$ cat src/rtl/sd_mod_nsel_if.sv
// Sample/select bus of the sigma-delta modulator: input words, select
// handshake, clock enable, saturation flag and the output bitstream.
interface sd_mod_nsel_if #(
   parameter int BITWIDTH = 40,
   parameter int NSEL     = 4
);
   localparam int SW = (NSEL > 1) ? $clog2(NSEL) : 1;

   logic                     en;
   logic [NSEL*BITWIDTH-1:0] kin;
   logic [SW-1:0]            sel;
   logic                     sel_valid;
   logic                     sel_ready;
   logic                     sat_clr;
   logic                     sat_flag;
   logic                     sd_out;

   modport master (
      output en, kin, sel, sel_valid, sat_clr,
      input  sel_ready, sat_flag, sd_out
   );

   modport slave (
      input  en, kin, sel, sel_valid, sat_clr,
      output sel_ready, sat_flag, sd_out
   );
endinterface

$ cat src/rtl/sd_mod_nsel.sv
// 1st/2nd-order sigma-delta modulator with frame-aligned input select.
// Optional dither: define SD_DITHER_EN to add an LFSR bit into the input.
module sd_mod_nsel #(
   parameter int BITWIDTH = 40,
   parameter int NSEL     = 4,
   parameter int ORDER    = 2,
   parameter int FB_SHIFT = 16,
   parameter int FRAME    = 16,
   parameter logic signed [BITWIDTH-1:0] RESETVAL = '0
) (
   input logic          clk,
   input logic          reset,
   sd_mod_nsel_if.slave bus
);
   localparam int SW = (NSEL > 1) ? $clog2(NSEL) : 1;
   localparam int FW = (FRAME > 1) ? $clog2(FRAME) : 1;
   localparam int W  = BITWIDTH + 2;

   localparam logic signed [W-1:0] MAXV = {3'b000, {(BITWIDTH-1){1'b1}}};
   localparam logic signed [W-1:0] MINV = {3'b111, {(BITWIDTH-1){1'b0}}};
   localparam logic signed [W-1:0] FBM  = {{(W-1){1'b0}}, 1'b1} << FB_SHIFT;
   localparam logic [FW-1:0]       LAST = FW'(FRAME - 1);
   localparam logic [SW:0]         NSEL_W = (SW+1)'(NSEL);

   if (ORDER != 1 && ORDER != 2) begin : g_bad_order
      $error("sd_mod_nsel: ORDER must be 1 or 2");
   end

   logic signed [BITWIDTH-1:0] acc1;
   logic signed [BITWIDTH-1:0] acc2;
   logic signed [BITWIDTH-1:0] acc_last;
   logic signed [BITWIDTH-1:0] x;
   logic signed [BITWIDTH-1:0] nxt1;
   logic signed [BITWIDTH-1:0] nxt2;
   logic signed [W-1:0]        fb;
   logic signed [W-1:0]        dith;
   logic signed [W-1:0]        sum1;
   logic signed [W-1:0]        sum2;
   logic                       clip1;
   logic                       clip2;
   logic                       clip;
   logic [SW-1:0]              sel_act;
   logic [SW-1:0]              sel_req;
   logic                       pending;
   logic [FW-1:0]              frame_cnt;
   logic                       sat_flag;
   logic                       sd_out;
   logic                       accept;
   logic                       sel_ok;
   logic                       wrap;

   function automatic logic signed [BITWIDTH-1:0] clamp(
      input logic signed [W-1:0] s
   );
      if (s > MAXV)
         return MAXV[BITWIDTH-1:0];
      else if (s < MINV)
         return MINV[BITWIDTH-1:0];
      else
         return s[BITWIDTH-1:0];
   endfunction

`ifdef SD_DITHER_EN
   localparam logic signed [W-1:0] DITH =
      {{(W-1){1'b0}}, 1'b1} << (FB_SHIFT - 8);

   logic [15:0] lfsr;

   // Galois form of x^16+x^14+x^13+x^11+1, shifting right
   always_ff @(posedge clk) begin
      if (reset)
         lfsr <= 16'hACE1;
      else if (bus.en)
         lfsr <= {1'b0, lfsr[15:1]} ^ (lfsr[0] ? 16'hB400 : 16'h0000);
   end

   assign dith = lfsr[0] ? DITH : '0;
`else
   assign dith = '0;
`endif

   assign acc_last = (ORDER == 1) ? acc1 : acc2;
   assign sd_out   = ~acc_last[BITWIDTH-1];

   always_comb begin
      fb    = sd_out ? FBM : -FBM;
      x     = bus.kin[sel_act*BITWIDTH +: BITWIDTH];
      // Two guard bits hold acc + x - fb without overflow
      sum1  = {{2{acc1[BITWIDTH-1]}}, acc1}
            + {{2{x[BITWIDTH-1]}}, x} + dith - fb;
      sum2  = {{2{acc2[BITWIDTH-1]}}, acc2}
            + {{2{acc1[BITWIDTH-1]}}, acc1} - fb;
      clip1 = (sum1 > MAXV) || (sum1 < MINV);
      clip2 = (sum2 > MAXV) || (sum2 < MINV);
      clip  = clip1 || ((ORDER == 2) && clip2);
      nxt1  = clamp(sum1);
      nxt2  = clamp(sum2);
   end

   assign accept = bus.sel_valid & ~pending;
   assign sel_ok = {1'b0, bus.sel} < NSEL_W;
   assign wrap   = bus.en & (frame_cnt == LAST);

   always_ff @(posedge clk) begin
      if (reset) begin
         acc1      <= RESETVAL;
         acc2      <= RESETVAL;
         sel_act   <= '0;
         sel_req   <= '0;
         pending   <= 1'b0;
         frame_cnt <= '0;
         sat_flag  <= 1'b0;
      end else begin
         if (bus.en) begin
            acc1      <= nxt1;
            frame_cnt <= wrap ? '0 : frame_cnt + 1'b1;
            if (ORDER == 2)
               acc2 <= nxt2;
         end
         // accept needs pending=0, so it never collides with an apply
         if (accept) begin
            if (sel_ok) begin
               sel_req <= bus.sel;
               pending <= 1'b1;
            end
         end else if (wrap && pending) begin
            sel_act <= sel_req;
            pending <= 1'b0;
         end
         if (bus.en && clip)
            sat_flag <= 1'b1;
         else if (bus.sat_clr)
            sat_flag <= 1'b0;
      end
   end

   assign bus.sel_ready = ~pending;
   assign bus.sat_flag  = sat_flag;
   assign bus.sd_out    = sd_out;
endmodule

$ cat src/flat_wrapper.sv
// flat-port wrapper written by rule: the top's interface ports become plain ports
module sd_mod_nsel_flat 
#(
   parameter int BITWIDTH = 40,
   parameter int NSEL     = 4,
   parameter int ORDER    = 2,
   parameter int FB_SHIFT = 16,
   parameter int FRAME    = 16,
   parameter logic signed [BITWIDTH-1:0] RESETVAL = '0
)
  (clk, reset, bus_en, bus_kin, bus_sel, bus_sel_valid, bus_sat_clr, bus_sel_ready, bus_sat_flag, bus_sd_out);
  sd_mod_nsel_if #(.BITWIDTH(BITWIDTH), .NSEL(NSEL)) bus_i ();
  input logic clk;
  input logic reset;
  input wire logic [$bits(bus_i.en)-1:0] bus_en;
  input wire logic [$bits(bus_i.kin)-1:0] bus_kin;
  input wire logic [$bits(bus_i.sel)-1:0] bus_sel;
  input wire logic [$bits(bus_i.sel_valid)-1:0] bus_sel_valid;
  input wire logic [$bits(bus_i.sat_clr)-1:0] bus_sat_clr;
  output wire logic [$bits(bus_i.sel_ready)-1:0] bus_sel_ready;
  output wire logic [$bits(bus_i.sat_flag)-1:0] bus_sat_flag;
  output wire logic [$bits(bus_i.sd_out)-1:0] bus_sd_out;
  assign bus_i.en = bus_en;
  assign bus_i.kin = bus_kin;
  assign bus_i.sel = bus_sel;
  assign bus_i.sel_valid = bus_sel_valid;
  assign bus_i.sat_clr = bus_sat_clr;
  assign bus_sel_ready = bus_i.sel_ready;
  assign bus_sat_flag = bus_i.sat_flag;
  assign bus_sd_out = bus_i.sd_out;
  sd_mod_nsel #(.BITWIDTH(BITWIDTH), .NSEL(NSEL), .ORDER(ORDER), .FB_SHIFT(FB_SHIFT), .FRAME(FRAME), .RESETVAL(RESETVAL)) u_core (.clk(clk), .reset(reset), .bus(bus_i));
endmodule
$ cat config.mk
export PLATFORM = sky130hd
export DESIGN_NAME = sd_mod_nsel_flat
export DESIGN_NICKNAME = d
export VERILOG_FILES = /design/src/rtl/sd_mod_nsel_if.sv /design/src/rtl/sd_mod_nsel.sv /design/src/flat_wrapper.sv
export SDC_FILE = /design/constraint.sdc
export NUM_CORES = 1
export LEC_CHECK = 0
export CAP_MARGIN = 0
export CORE_MARGIN = 3
export CORE_UTILIZATION = 56
export CTS_CLUSTER_DIAMETER = 100
export CTS_CLUSTER_SIZE = 28
export DETAILED_ROUTE_END_ITERATION = 12
export PLACE_DENSITY = 0.87
export SYNTH_ARGS = -nofsm -noshare
export SYNTH_HDL_FRONTEND = slang
export SYNTH_SLANG_ARGS = --single-unit
$ cat constraint.sdc
create_clock -name clk -period 7.7 [get_ports clk]
set_input_delay 1.155 -clock clk [delete_from_list [all_inputs] [get_ports clk]]
set_output_delay 1.155 -clock clk [all_outputs]
set_load 0.005 [all_outputs]
# [After elaboration in Yosys (flattened, before gate mapping)]
# Cells that the tools add are included.
[classes] addsub=5 multipliers=1 n_lt_le_gt_ge=4 n_eq_ne=1 shifts=1 muxes=10 n_bitwise=5 n_reduce_logical=8
[op_table] operator="$mux 40" n=4
[op_table] operator="$shiftx 160x9->40" n=1
[op_table] operator="$gt 42x40->1 const B" n=2
[op_table] operator="$lt 42x40->1 const B" n=2
[op_table] operator="$sub 42x42->42" n=2
[op_table] operator="$add 40x40->41" n=2
[op_table] operator="$mux 42" n=1
[op_table] operator="$mul 2x3->5 const B" n=1
[op_table] operator="$add 4x1->4 const B" n=1
[op_table] operator="$eq 4x4->1 const B" n=1
[op_table] operator="$mux 1" n=4
[op_table] operator="$mux 4" n=1
[op_table] operator="$reduce_bool 2->1" n=2
[op_table] operator="$logic_or 1x1->1" n=3
[op_table] operator="$not 1->1" n=3
[op_table] operator="$and 1x1->1" n=2
[op_table] operator="$logic_and 1x1->1" n=2
[op_table] operator="$reduce_and 2->1" n=1
[word_totals] ff_bits=90 input_bits=167 out_inout_bits=3 word_cells=42

# [Depth between registers and ports, before layout]
[logic_depth] ltp_word=9 mapped_depth=30 depth_no_buf=26

# [Worst setup path after synthesis]
# Ideal clock, no wire load.
[synth_path] path_kind="input to register" start="input port bus_kin[132]" end="register u_core.acc1[18]" setup_ns=0.086 t_arrival_ns=6.390 slack_ns=1.225 stages=25 path_cell_list="mux4_2 -> ha_1 -> a22o_1 -> nor4b_1 -> nand2_1 -> o31a_1 -> a31o_2 -> nor2_1 -> o21ai_0 -> a21o_1 -> a21oi_1 -> xnor2_1 -> ha_1 -> or3b_1 -> o211ai_1 -> a21oi_1 -> o21a_1 -> o311ai_2 -> nor2_1 -> mux2_2 -> nor2_1 -> nor2b_1 -> buf_2 -> buf_2 -> a211oi_1"
[synth_between] elab_chain_cells=6
[synth_rtl] item="start, declared" line="flat_wrapper.sv:16" source="input wire logic [$bits(bus_i.kin)-1:0] bus_kin;"
[synth_rtl] item="$shiftx 160x9->40 (*)" line="sd_mod_nsel.sv:87" source="x = bus.kin[sel_act*BITWIDTH +: BITWIDTH];"
[synth_rtl] item="$add 40x40->41 (*)" line="sd_mod_nsel.sv:90" source="+ {{2{x[BITWIDTH-1]}}, x} + dith - fb;"
[synth_rtl] item="$sub 42x42->42 (*)" line="sd_mod_nsel.sv:90"
[synth_rtl] item="$lt 42x40->1" line="sd_mod_nsel.sv:57" source="else if (s < MINV)"
[synth_rtl] item="$mux 40" line="sd_mod_nsel.sv:57"
[synth_rtl] item="$mux 40 (*)" line="sd_mod_nsel.sv:55" source="if (s > MAXV)"
[synth_rtl] item="end signal, assigned" line="sd_mod_nsel.sv:115" source="acc1 <= nxt1;"
[synth_rtl] item="end, declared" line="sd_mod_nsel.sv:29" source="logic signed [BITWIDTH-1:0] acc1;"
# Mark *: on every way between the ends. The rest lies on a longest branch, timed or not.
# A chain may end at the register's enable or synchronous reset.

# [Final worst setup path]
[layout_path] start="input port bus_kin[125]" end="register u_core.acc1[12]"
# The elaborated chain is that of the path after synthesis.

==> metrics.md <==
| Metric | Value |
|---|---|
| Outcome | `finished, final reports clean` |
| Mapped Area | `0.0108 mm2` |
| Worst-Skew Late Latency | `0.35 ns` |
| Post-Synth Simple-Gate Area | `0.178` |
| Max clock buf depth | `2` |
| DP Worst Slack | `0.335 ns` |
| DIE AREA | `0.0209 mm2` |
| Max Freq | `140 MHz` |
| Max FO, Critical Path | `32` |
| Final HPWL DP | `23.6 mm` |
| Setup Skew | `0.0100 ns` |
| Core footprint | `0.0188 mm2` |
| Min-delay worst type | `reg2reg` |
| Total gr overflow | `0` |
| R2r endpoint | `u_core.acc2[25]` |
| Post-synth top area share | `0.168` |
| Via count | `10800` |
| Post-synthesis mux area share | `0.0960` |
| Drt drc | `0` |
| Routed wire length per instance | `17.5 um` |
| WHS Path Cells | `2` |
| Top cells by area, synth | `dfxtp_1 (17%), ha_1 (15%), mux4_2 (8.4%), a21oi_1 (7.5%), xnor2_1 (6.8%)` |
| Worst hold endpoint | `u_core.acc2[27]` |
| Postcts setup bufs | `0` |
| Post-synthesis sequential area ratio | `0.168` |
| RSZ-0062 raised after global routing | `false` |
| Min cycle time layout | `7.12 ns` |
| Reg clk slew, reported paths | `0.07 ns` |
| CTS root buf | `clkbuf_16` |
| Number of global-route vias before repair | `10300` |
| Design area | `0.0129 mm2` |
| Largest net degree at the start of global routing | `91` |
| Cts hold-fix bufs | `0` |
| Number of synthesized flops with an enable pin | `0` |
| Filler Cells Inserted | `1529` |
| Share of layout cells above drive strength 1 | `0.0636` |
| Global-route wire length before repair | `49.0 mm` |
| Netlist cell types | `72` |
| Setup violators final | `0` |
| Commonest non-fill, non-tap cells in the layout | `clkdlybuf4s50_1 (167), a21oi_1 (161), nor2_1 (140)` |
| Arr. time, crit path | `7.30 ns` |
| Final Cycle Share | `0.925` |
| Post-route ant nets | `0` |
| CP required | `7.88 ns` |
| Slew Limit Fails | `0` |
| Crit end category | `flop` |
| Syn_nets | `1638` |
| Compound-cell area share of the yosys netlist | `0.273` |
| Reg area | `0.00180 mm2` |
| Placed cell areas | `0.0126 mm2` |
| Yosys top cell by area | `dfxtp_1` |
| I/O pin count | `170` |
| Die width | `145 um` |
| CTS Buf Count | `9` |
| Footprint of the multi-input gates | `0.00858 mm2` |
| Post-Syn Area per Cell | `8.04 um2` |
| Worst Reg-to-Reg Cells | `23` |
| Routed wire length | `30.0 mm` |
| Final hold vios | `0` |
| Worst R2R Setup Slack | `0.91 ns` |
| Final #Nets | `1772` |
| Final Wtd Congestion | `0.922` |
| Max_cap viols | `0` |
| Total Routing Usage GR | `0.284` |
| Main synth FF type | `dfxtp_1` |
| Initial core utilization | `0.573` |
| Post-Synth XOR/XNOR Area | `0.0936` |
| Post-synthesis adder-cell area fraction | `0.157` |
| Antenna cell count | `0` |
| Post-CTS Resized | `0` |
| Post-synthesis register bit count | `90` |
| Area Growth Syn to Fin | `20.0%` |
| CP Class | `in2reg` |
| H-tree Lvls | `3` |
| Via/cell ratio | `6.33` |
| Port Buf Inserts | `169` |
| R2r startpoint | `u_core.acc1[0]` |
| Slew headroom | `0.330` |
| CTS tree | `built` |
| Tightest Pin Transition | `1.01 ns` |
| Post-layout util | `0.688` |
| Yosys warns | `0` |
| Die height | `145 um` |
| Initial antenna violation count | `0` |
| Critical Path Source Type | `input port` |
| Initial DRC Count | `734` |
| FFs w/ async S/R, synth | `0` |
| Num rows | `50` |
| Final WS setup | `0.578 ns` |
| Most common cell after layout, fill and taps aside | `clkdlybuf4s50_1` |
| Pre-antenna DRT Iters | `6` |
| Total negative setup slack | `0 ns` |
| CTS Sinks | `90` |
| HP Start | `u_core.acc2[27]` |
| Largest family of logic cells by synthesized area | `compound AO/OA/AOI/OAI gates` |
| Synth Instances | `1338` |
## critical path, stage by stage
cell and delay (ns):
clkdlybuf4s50_1 0.40, mux4_2 0.49, ha_1 0.38, a21o_1 0.22
or3_1 0.33, o21ba_2 0.25, o211ai_1 0.29, a211oi_1 0.19
o211ai_1 0.29, a311oi_1 0.21, a221o_1 0.36, a221oi_1 0.44
nor3b_1 0.10, a211oi_1 0.24, ha_1 0.28, nand2b_1 0.12
nand3b_1 0.11, o21ai_0 0.08, a211oi_1 0.23, o311ai_2 0.20
nor3_1 0.18, mux2_2 0.20, nor2_1 0.06, nor2b_2 0.17
buf_12 0.21, a211oi_1 0.10
## registers in the layout (all words and copies together), names as in the netlist
register             count
u_core.acc1             40
u_core.acc2             40
u_core.bus.sat_flag      1
u_core.frame_cnt         4
u_core.pending           1
u_core.sel_act           2
u_core.sel_req           2
## worst max-delay path by stage
stage                            start             endpoint  depth (start not counted)
final                     bus_kin[125]      u_core.acc1[12]                         26
after global routing      bus_kin[125]       u_core.acc1[8]                         26
after CTS                 bus_kin[125]  u_core.bus.sat_flag                         24
after detailed placement  bus_kin[125]  u_core.bus.sat_flag                         24
after global placement    bus_kin[125]  u_core.bus.sat_flag                         24
after floorplan           bus_kin[132]      u_core.acc1[18]                         25
## kinds of logic (layout without fill, tap and decap cells)
kind of cell,Yosys count,count (layout)
compound gates,450,450
simple gates,406,406
fa+ha+maj,133,133
xor+xnor,115,115
buf+inv,91,230
flops,90,90
mux,53,53
## cells in the mapped netlist, types with 5 or more instances
cell,instances
and2_1,5
and4_1,6
a21oi_1,161
o21ai_0,50
o21a_1,19
mux2i_1,12
nand3_1,26
o21bai_1,18
buf_2,10
buf_1,9
inv_1,35
or2_2,7
mux4_2,40
ha_1,129
nand2_1,88
clkbuf_1,34
o211ai_1,13
o31a_1,5
xnor2_1,83
nand2b_1,19
nor2b_1,10
nand4_1,14
a31oi_1,6
a21o_1,70
nor3_1,58
nor2_1,140
a211oi_1,49
or3_1,9
and3_1,15
dfxtp_1,90
xor2_1,32
## metrics by stage
step | std cells | hold WS, ns
after floorplan | 1338 | 0.457
after global placement | 1695 | 0.466
after detailed placement | 1695 | 0.471
after CTS | 1711 | 0.484
after global routing | 1711 | 0.498
final | 1711 | 0.482
## metal layers
metal | track usage | part of all wire | up-vias
met2 | 0.476 | 0.47 | 373
met1 | 0.399 | 0.45 | 5135
met4 | 0.0545 | 0.014 | 0
met5 | 0 | 0 | -
li1 | - | - | 5297
met3 | 0.0324 | 0.057 | 34
## layout make-up
class                      count  area share
clock buffer                   9      0.0175
clock inverter                 7     0.00766
inverter                      35      0.0102
multi-input combinational   1157       0.665
sequential                    90       0.140
tap                          234      0.0227
timing repair buffer         179       0.137
Power is left out: the tool's default activity adds up to more than one toggle a clock period on the data nets, which glitch-free logic cannot reach.
